$ cat src/rtl/mx2_arbiter.sv
// mx2_arbiter
//   Two-requester round-robin arbiter that owns the select of a shared 2:1
//   mux and registers the selected beat onto one valid/ready channel.
//
// Parameters
//   WIDTH      data width of both requesters and of the output
//   MAX_BURST  beats one requester may hold the grant back-to-back (1..15),
//              only meaningful when MX2_ARB_BURST_EN is defined
//
// Configuration macro
//   MX2_ARB_BURST_EN  defined: a requester keeps the grant for up to
//                     MAX_BURST consecutive beats before handing over.
//                     undefined: no burst counter, strict alternation.
//
// Ports
//   clk, reset      single clock, synchronous active-high reset
//   req0/d0/gnt0    requester 0 valid, data, accept
//   req1/d1/gnt1    requester 1 valid, data, accept
//   sel             registered mux select (0 = d0, 1 = d1)
//   y_valid/y       output register valid and data
//   y_ready         consumer accepts y this cycle
module mx2_arbiter #(
  parameter int unsigned WIDTH     = 8,
  parameter int unsigned MAX_BURST = 4
) (
  input  logic             clk,
  input  logic             reset,
  input  logic             req0,
  input  logic [WIDTH-1:0] d0,
  output logic             gnt0,
  input  logic             req1,
  input  logic [WIDTH-1:0] d1,
  output logic             gnt1,
  output logic             sel,
  output logic             y_valid,
  output logic [WIDTH-1:0] y,
  input  logic             y_ready
);

  if (MAX_BURST < 1 || MAX_BURST > 15) begin : g_burst_range
    $error("mx2_arbiter: MAX_BURST must be in 1..15");
  end

  typedef enum logic [1:0] {
    IDLE = 2'd0,
    G0   = 2'd1,
    G1   = 2'd2
  } state_e;

  state_e           state_q, state_d;
  logic             last_q, last_d;
  logic             sel_q, sel_d;
  logic             y_valid_q, y_valid_d;
  logic [WIDTH-1:0] y_q, y_d;

  logic   out_free;
  logic   xfer;
  logic   own_req;
  logic   oth_req;
  state_e oth_state;
  logic   burst_done;

`ifdef MX2_ARB_BURST_EN
  logic [3:0] cnt_q, cnt_d;

  // This transfer is the MAX_BURST-th beat of the current grant.
  assign burst_done = ((32'(cnt_q) + 32'd1) >= MAX_BURST);
`else
  assign burst_done = 1'b1;
`endif

  // Grants are combinational from the registered state, so they never
  // overlap and sel is already stable for the whole granted cycle.
  always_comb begin
    out_free = !y_valid_q || y_ready;
    gnt0     = (state_q == G0) && req0 && out_free;
    gnt1     = (state_q == G1) && req1 && out_free;
    xfer     = gnt0 || gnt1;
  end

  always_comb begin
    own_req   = (state_q == G1) ? req1 : req0;
    oth_req   = (state_q == G1) ? req0 : req1;
    oth_state = (state_q == G1) ? G0 : G1;

    state_d = state_q;
    unique case (state_q)
      IDLE: begin
        if (req0 && req1) begin
          state_d = last_q ? G0 : G1;
        end else if (req0) begin
          state_d = G0;
        end else if (req1) begin
          state_d = G1;
        end
      end
      G0, G1: begin
        if (xfer) begin
          // Hand over on the edge that completes the last beat of the burst.
          if (burst_done && oth_req) begin
            state_d = oth_state;
          end
        end else if (!own_req) begin
          state_d = oth_req ? oth_state : IDLE;
        end
        // own_req high but output blocked: hold the grant.
      end
      default: state_d = IDLE;
    endcase

    sel_d = (state_d == G1);
  end

`ifdef MX2_ARB_BURST_EN
  always_comb begin
    cnt_d = cnt_q;
    if (state_d != state_q) begin
      cnt_d = '0;
    end else if (xfer) begin
      cnt_d = burst_done ? '0 : cnt_q + 4'd1;
    end
  end
`endif

  always_comb begin
    y_d       = y_q;
    y_valid_d = y_valid_q;
    last_d    = last_q;
    if (xfer) begin
      y_d       = sel_q ? d1 : d0;
      y_valid_d = 1'b1;
      last_d    = sel_q;
    end else if (y_ready) begin
      y_valid_d = 1'b0;
    end
  end

  always_ff @(posedge clk) begin
    if (reset) begin
      state_q   <= IDLE;
      last_q    <= 1'b1;
      sel_q     <= 1'b0;
      y_valid_q <= 1'b0;
      y_q       <= '0;
`ifdef MX2_ARB_BURST_EN
      cnt_q     <= '0;
`endif
    end else begin
      state_q   <= state_d;
      last_q    <= last_d;
      sel_q     <= sel_d;
      y_valid_q <= y_valid_d;
      y_q       <= y_d;
`ifdef MX2_ARB_BURST_EN
      cnt_q     <= cnt_d;
`endif
    end
  end

  assign sel     = sel_q;
  assign y_valid = y_valid_q;
  assign y       = y_q;

endmodule
$ cat config.mk
export PLATFORM = sky130hd
export DESIGN_NAME = mx2_arbiter
export DESIGN_NICKNAME = d
export VERILOG_FILES = /design/src/rtl/mx2_arbiter.sv
export SDC_FILE = /design/constraint.sdc
export NUM_CORES = 1
export LEC_CHECK = 0
export BUFFER_PORTS_ARGS = -buffer_cell sky130_fd_sc_hd__buf_2
export CORE_MARGIN = 4
export CORE_UTILIZATION = 48
export CTS_CLUSTER_SIZE = 8
export DETAILED_ROUTE_END_ITERATION = 10
export PLACE_DENSITY = 0.78
export SLEW_MARGIN = 20
export SYNTH_ARGS = -nofsm -noshare
export SYNTH_HDL_FRONTEND = slang
export SYNTH_SLANG_ARGS = --single-unit
$ cat constraint.sdc
create_clock -name clk -period 5.2 [get_ports clk]
set_clock_uncertainty 0.2 [all_clocks]
set_input_delay 0 -clock clk [delete_from_list [all_inputs] [get_ports clk]]
set_output_delay 0 -clock clk [all_outputs]
set_load 0.01 [all_outputs]
Word level (Yosys, flattened, before mapping)
Cells that the tools add are included.
{"block": "word_totals", "regBits": 13, "input_bits": 21, "output_inout_bits": 12, "wordCells": 34}
{"block": "op_classes", "eq_ne": 3, "n_mux": 15, "n_reduce_logical": 11}
{"cell": "$mux 2", "n": 9}
{"cell": "$mux 8", "n": 1}
{"cell": "$logic_and 1x1->1", "n": 5}
{"cell": "$eq 2x2->1 const B", "n": 2}
{"cell": "$mux 1", "n": 4}
{"cell": "$pmux 2 s2", "n": 1}
{"cell": "$eq 2x1->1 const B", "n": 1}
{"cell": "$logic_not 2->1", "n": 1}
{"cell": "$logic_or 1x1->1", "n": 2}
{"cell": "$reduce_bool 2->1", "n": 1}
{"cell": "$reduce_or 2->1", "n": 1}
{"cell": "$logic_not 1->1", "n": 1}

Depth between registers and ports, before layout
{"block": "logic_depth", "depth_word": 7, "depth_mapped": 7, "ltp_nobuf": 7}

Worst setup path before layout
No wires, ideal clock.
{"block": "synth_timing", "path_kind": "flip-flop to flip-flop", "startpoint": "reg state_q[0]", "endpoint": "reg sel_q (netlist: sel)", "setup_time_ns": 0.088, "arrival_ns": 1.453, "t_required_ns": 4.912, "setup_slack_ns": 3.459, "stages_incl_launch_ff": 8, "n_path_buf": 0, "period_less_slack_ns": 1.741, "cell_sequence": "dfxtp_1 > inv_1 > ha_1 > nand2_2 > a21oi_4 > a221o_2 > nand2_1 > nor4_2"}
{"block": "synth_via", "elab_chain_len": 7, "word_cells_on_any_way": 21, "cone_classes": "3 x eq/ne; 11 x mux; 7 x reduce/logical"}
{"element": "start, declared", "line_no": "50", "rtl": "state_e state_q, state_d;"}
{"element": "start signal, assigned", "line_no": "149", "rtl": "state_q <= state_d;"}
{"element": "$eq 2x2->1 or $eq 2x1->1 (tied branches)"}
{"element": "$mux 2, or another cell as far along", "line_no": "84", "rtl": "oth_state = (state_q == G1) ? G0 : G1;"}
{"element": "$mux 2, or another cell as far along", "line_no": "104", "rtl": "state_d = oth_req ? oth_state : IDLE;"}
{"element": "$mux 2 or $logic_or 1x1->1 (tied branches)", "line_no": "103, 78"}
{"element": "$mux 2", "line_no": "98", "rtl": "if (xfer) begin"}
{"element": "$pmux 2 s2 (*)", "line_no": "87", "rtl": "unique case (state_q)"}
{"element": "$eq 2x2->1 (*)", "line_no": "111", "rtl": "sel_d = (state_d == G1);"}
{"element": "end signal, assigned", "line_no": "151", "rtl": "sel_q <= sel_d;"}
{"element": "end, declared", "line_no": "52", "rtl": "logic sel_q, sel_d;"}
Every way passes the cells marked *; elsewhere a longest branch is shown, timed or not.
A chain may end at the register's enable or synchronous reset.

Worst setup path after layout
{"block": "layout_timing", "startpoint": "reg sel_q (netlist: sel)", "endpoint": "reg y_q[6] (netlist: y[6])"}
{"block": "layout_via", "elab_chain_len": 1}
{"element": "$mux 8", "line_no": "130", "rtl": "y_d = sel_q ? d1 : d0;"}
{"element": "end signal, assigned", "line_no": "153", "rtl": "y_q <= y_d;"}
{"element": "end, declared", "line_no": "54", "rtl": "logic [WIDTH-1:0] y_q, y_d;"}
No other way between the ends.

==> impl_metrics.ini <==
[clock_tree]
ctsHtreeMaxLevel = 1
cts_buffer_depth = 2
ctsHoldBuffers = 25
cts_setup_buffers = 0
cts_buffers = 3
cts_resized = 0
clk_pin_slew_ns = 0.08
cts_sinks = 13
clkLatencyLatePin_ns = 0.28
cts_tree = built
cts_root_buf = clkbuf_4

[power]
pwr_density_cell_mw_per_mm2 = 302
sw_frac_of_total_pct = 35.3
intPower_uw = 230
p_switching_uw = 126
seqPwrFrac_pct = 38.0
p_clk_share_pct = 18.0
pwr-share-comb_pct = 43.9
p_leak_uw = 0.000541
vdd_ir_drop_max_v = 0.000198

[cells_and_area]
drive_gt1_share_pct = 29.7
fin_util_pct = 85.0
antenna_cells = 0
n_fill_cell = 83
area_growth_pct = 58.3
final_cells = 153
layout.nets = 164

[synthesis]
syn_nets = 106
yosys_warnings = 0
async_flop_share_pct = 0
netlist_area_um2 = 742
seq_area_frac_synth_pct = 35.1
syn_area_per_cell_um2 = 9.16
ys_ff_latch = 13
synth-main-ff-cell = dfxtp_1
yosysTopAreaCell = dfxtp_1
synth_top_area_share_pct = 35.1
synth_common_cells = dfxtp_1 (13), nor2_1 (12), a211oi_1 (9)
synth_edf_count = 0
synth_cell_types = 27
post_synth_main_area_contributors = dfxtp_1 (35%), mux2i_1 (11%), a211oi_1 (9.1%), ha_1 (6.7%), nor2_1 (6.1%)
netlist_instances = 81
yosysMostFrequentCell = dfxtp_1

[worst_hold_path]
holdCritPathClass = in2reg
hold_path_depth = 5
hold_path_startpoint = req0
hold_end = sel

[floorplan]
die_area_mm2 = 0.00224
io_pins = 33
start_util_pct = 53.7
die_h_um = 47.3
die_w_um = 47.3
fp-row-count = 13
core_area_mm2 = 0.00138

[critical_path]
critPathMostFrequentCell = dlygate4sd3_1
reg2reg_depth = 4
crit_fanout = 10
cp-start-kind = flip-flop
crit_path_top_delay_cell = dfxtp_1
rr_startpoint = sel
cp.required_ns = 5.23
r2r_slack_ns = 2.62
max_stage_delay_ns = 0.69
path_class = reg2reg
cp-startpoint = sel
worst_setup_path_end_kind = flip-flop
crit_chain = mux2i_1 > dlygate4sd3_1 > a211oi_1 > dlygate4sd3_1
reg2reg_to = y[6]
arrival_ns = 2.61

[sta]
finalSetupViolations = 0
fin_hold_ws_ns = 0.0438
period_share_pct = 49.7
drv_slew = 0
tightest_slew_ns = 0.581
hold_viol = 0
setup_slack_ns = 2.62
setup_tns_ns = 0
period_needed_ns = 2.58
max_clock_freq_ghz = 0.387
maxSlewHeadroom_pct = 61.2
rsz0062_at_grt = no

[global_route]
grt_use_total_pct = 23.1
grt_pass1_wl_um = 3490
grt_max_degree = 20
grt_antenna_before_repair = 0
grt_pass1_vias = 790
gr-total-overflow = 0

[routing]
vias_per_cell = 5.42
wire_per_inst_um = 15.3
routed_wirelength_um = 2350
post-route-drc-count = 0
ant_nets = 0
drt_iter0_markers = 13
first_pass_iters = 5
vias = 830

[status]
outcome = finished, final reports clean

[flow_run]
maxCapViolCount = 0

[place]
gp_congestion = 0.783
port_buffers = 32
dp_cells = 124
dp_slack_ns = 3.12
dp_hpwl_um = 1260
flip-flops by register name, summed over array words and instances, names as in the netlist:
name,count
state_q,2
y_valid,1
last_q,1
sel,1
y,8
cell type report:
class / instances / area, µm² / share of cell area (%)
sequential: 13 / 260 / 22.2
tap: 15 / 18.8 / 1.60
multi-input combinational: 61 / 448 / 38.1
timing repair buffer: 57 / 410 / 34.9
clock buffer: 4 / 26.3 / 2.24
inverter: 3 / 11.3 / 0.958
metrics by stage:
| step | area [µm²] | total power [µW] |
|---|---|---|
| 2_1_floorplan | 742 | 220 |
| 3_3_place_gp | 898 | 251 |
| 3_5_place_dp | 898 | 255 |
| 4_1_cts | 1170 | 347 |
| 5_1_grt | 1170 | 376 |
| 6_report | 1170 | 355 |
power by group through the flow:
stage	registers, µW	clock network, µW	logic, µW
2_1_floorplan	137	0	82.8
3_3_place_gp	135	0	116
3_5_place_dp	136	0	119
4_1_cts	134	64.4	149
5_1_grt	137	68.6	171
6_report	135	64.1	156
cells by family (layout without fill, tap and decap cells):
kind of cell | count (synthesis) | after routing | synth area share (%)
DFF | 13 | 13 | 35.1
buffers and inverters | 7 | 64 | 4.55
AOI/OAI and AO/OA | 22 | 22 | 24.3
adders and majority gates | 4 | 4 | 6.75
and+or+nand+nor | 27 | 27 | 18.5
muxes | 8 | 8 | 10.8
cells in the final DEF (no fill, tap or decap), drive strengths merged, types with 2 or more instances in the layout:
cell and n:
nand2 5, clkbuf 4, mux2i 8, dlygate4sd3 25, buf 32, dfxtp 13
nor2b 5, nor2 12, inv 3, a21o 2, ha 4, a211oi 10
nand2b 2
per-layer routing:
layer,GRT usage [%],part of all wire [%]
met1,22.5,35
met2,43.6,56
met3,7.28,6.1
met4,9.94,3.0
met5,0,0
worst max-delay path by stage:
stage	depth (start not counted)	slack (ns)	endpoint
after global placement	7	3.17	sel
after floorplan	7	3.46	sel
after CTS	4	2.78	y[4]
after global routing	7	2.53	y[2]
after detailed placement	7	3.12	sel
final	4	2.62	y[6]
worst max-delay path: cells and delay by family (launching register included):
| family | cells | cell delay (ns) |
|---|---|---|
| flops | 1 | 0.69 |
| compound gates | 1 | 0.28 |
| mux | 1 | 0.17 |
| buf+inv | 2 | 1.18 |
No activity file was read; power rests on OpenSTA's default activity.
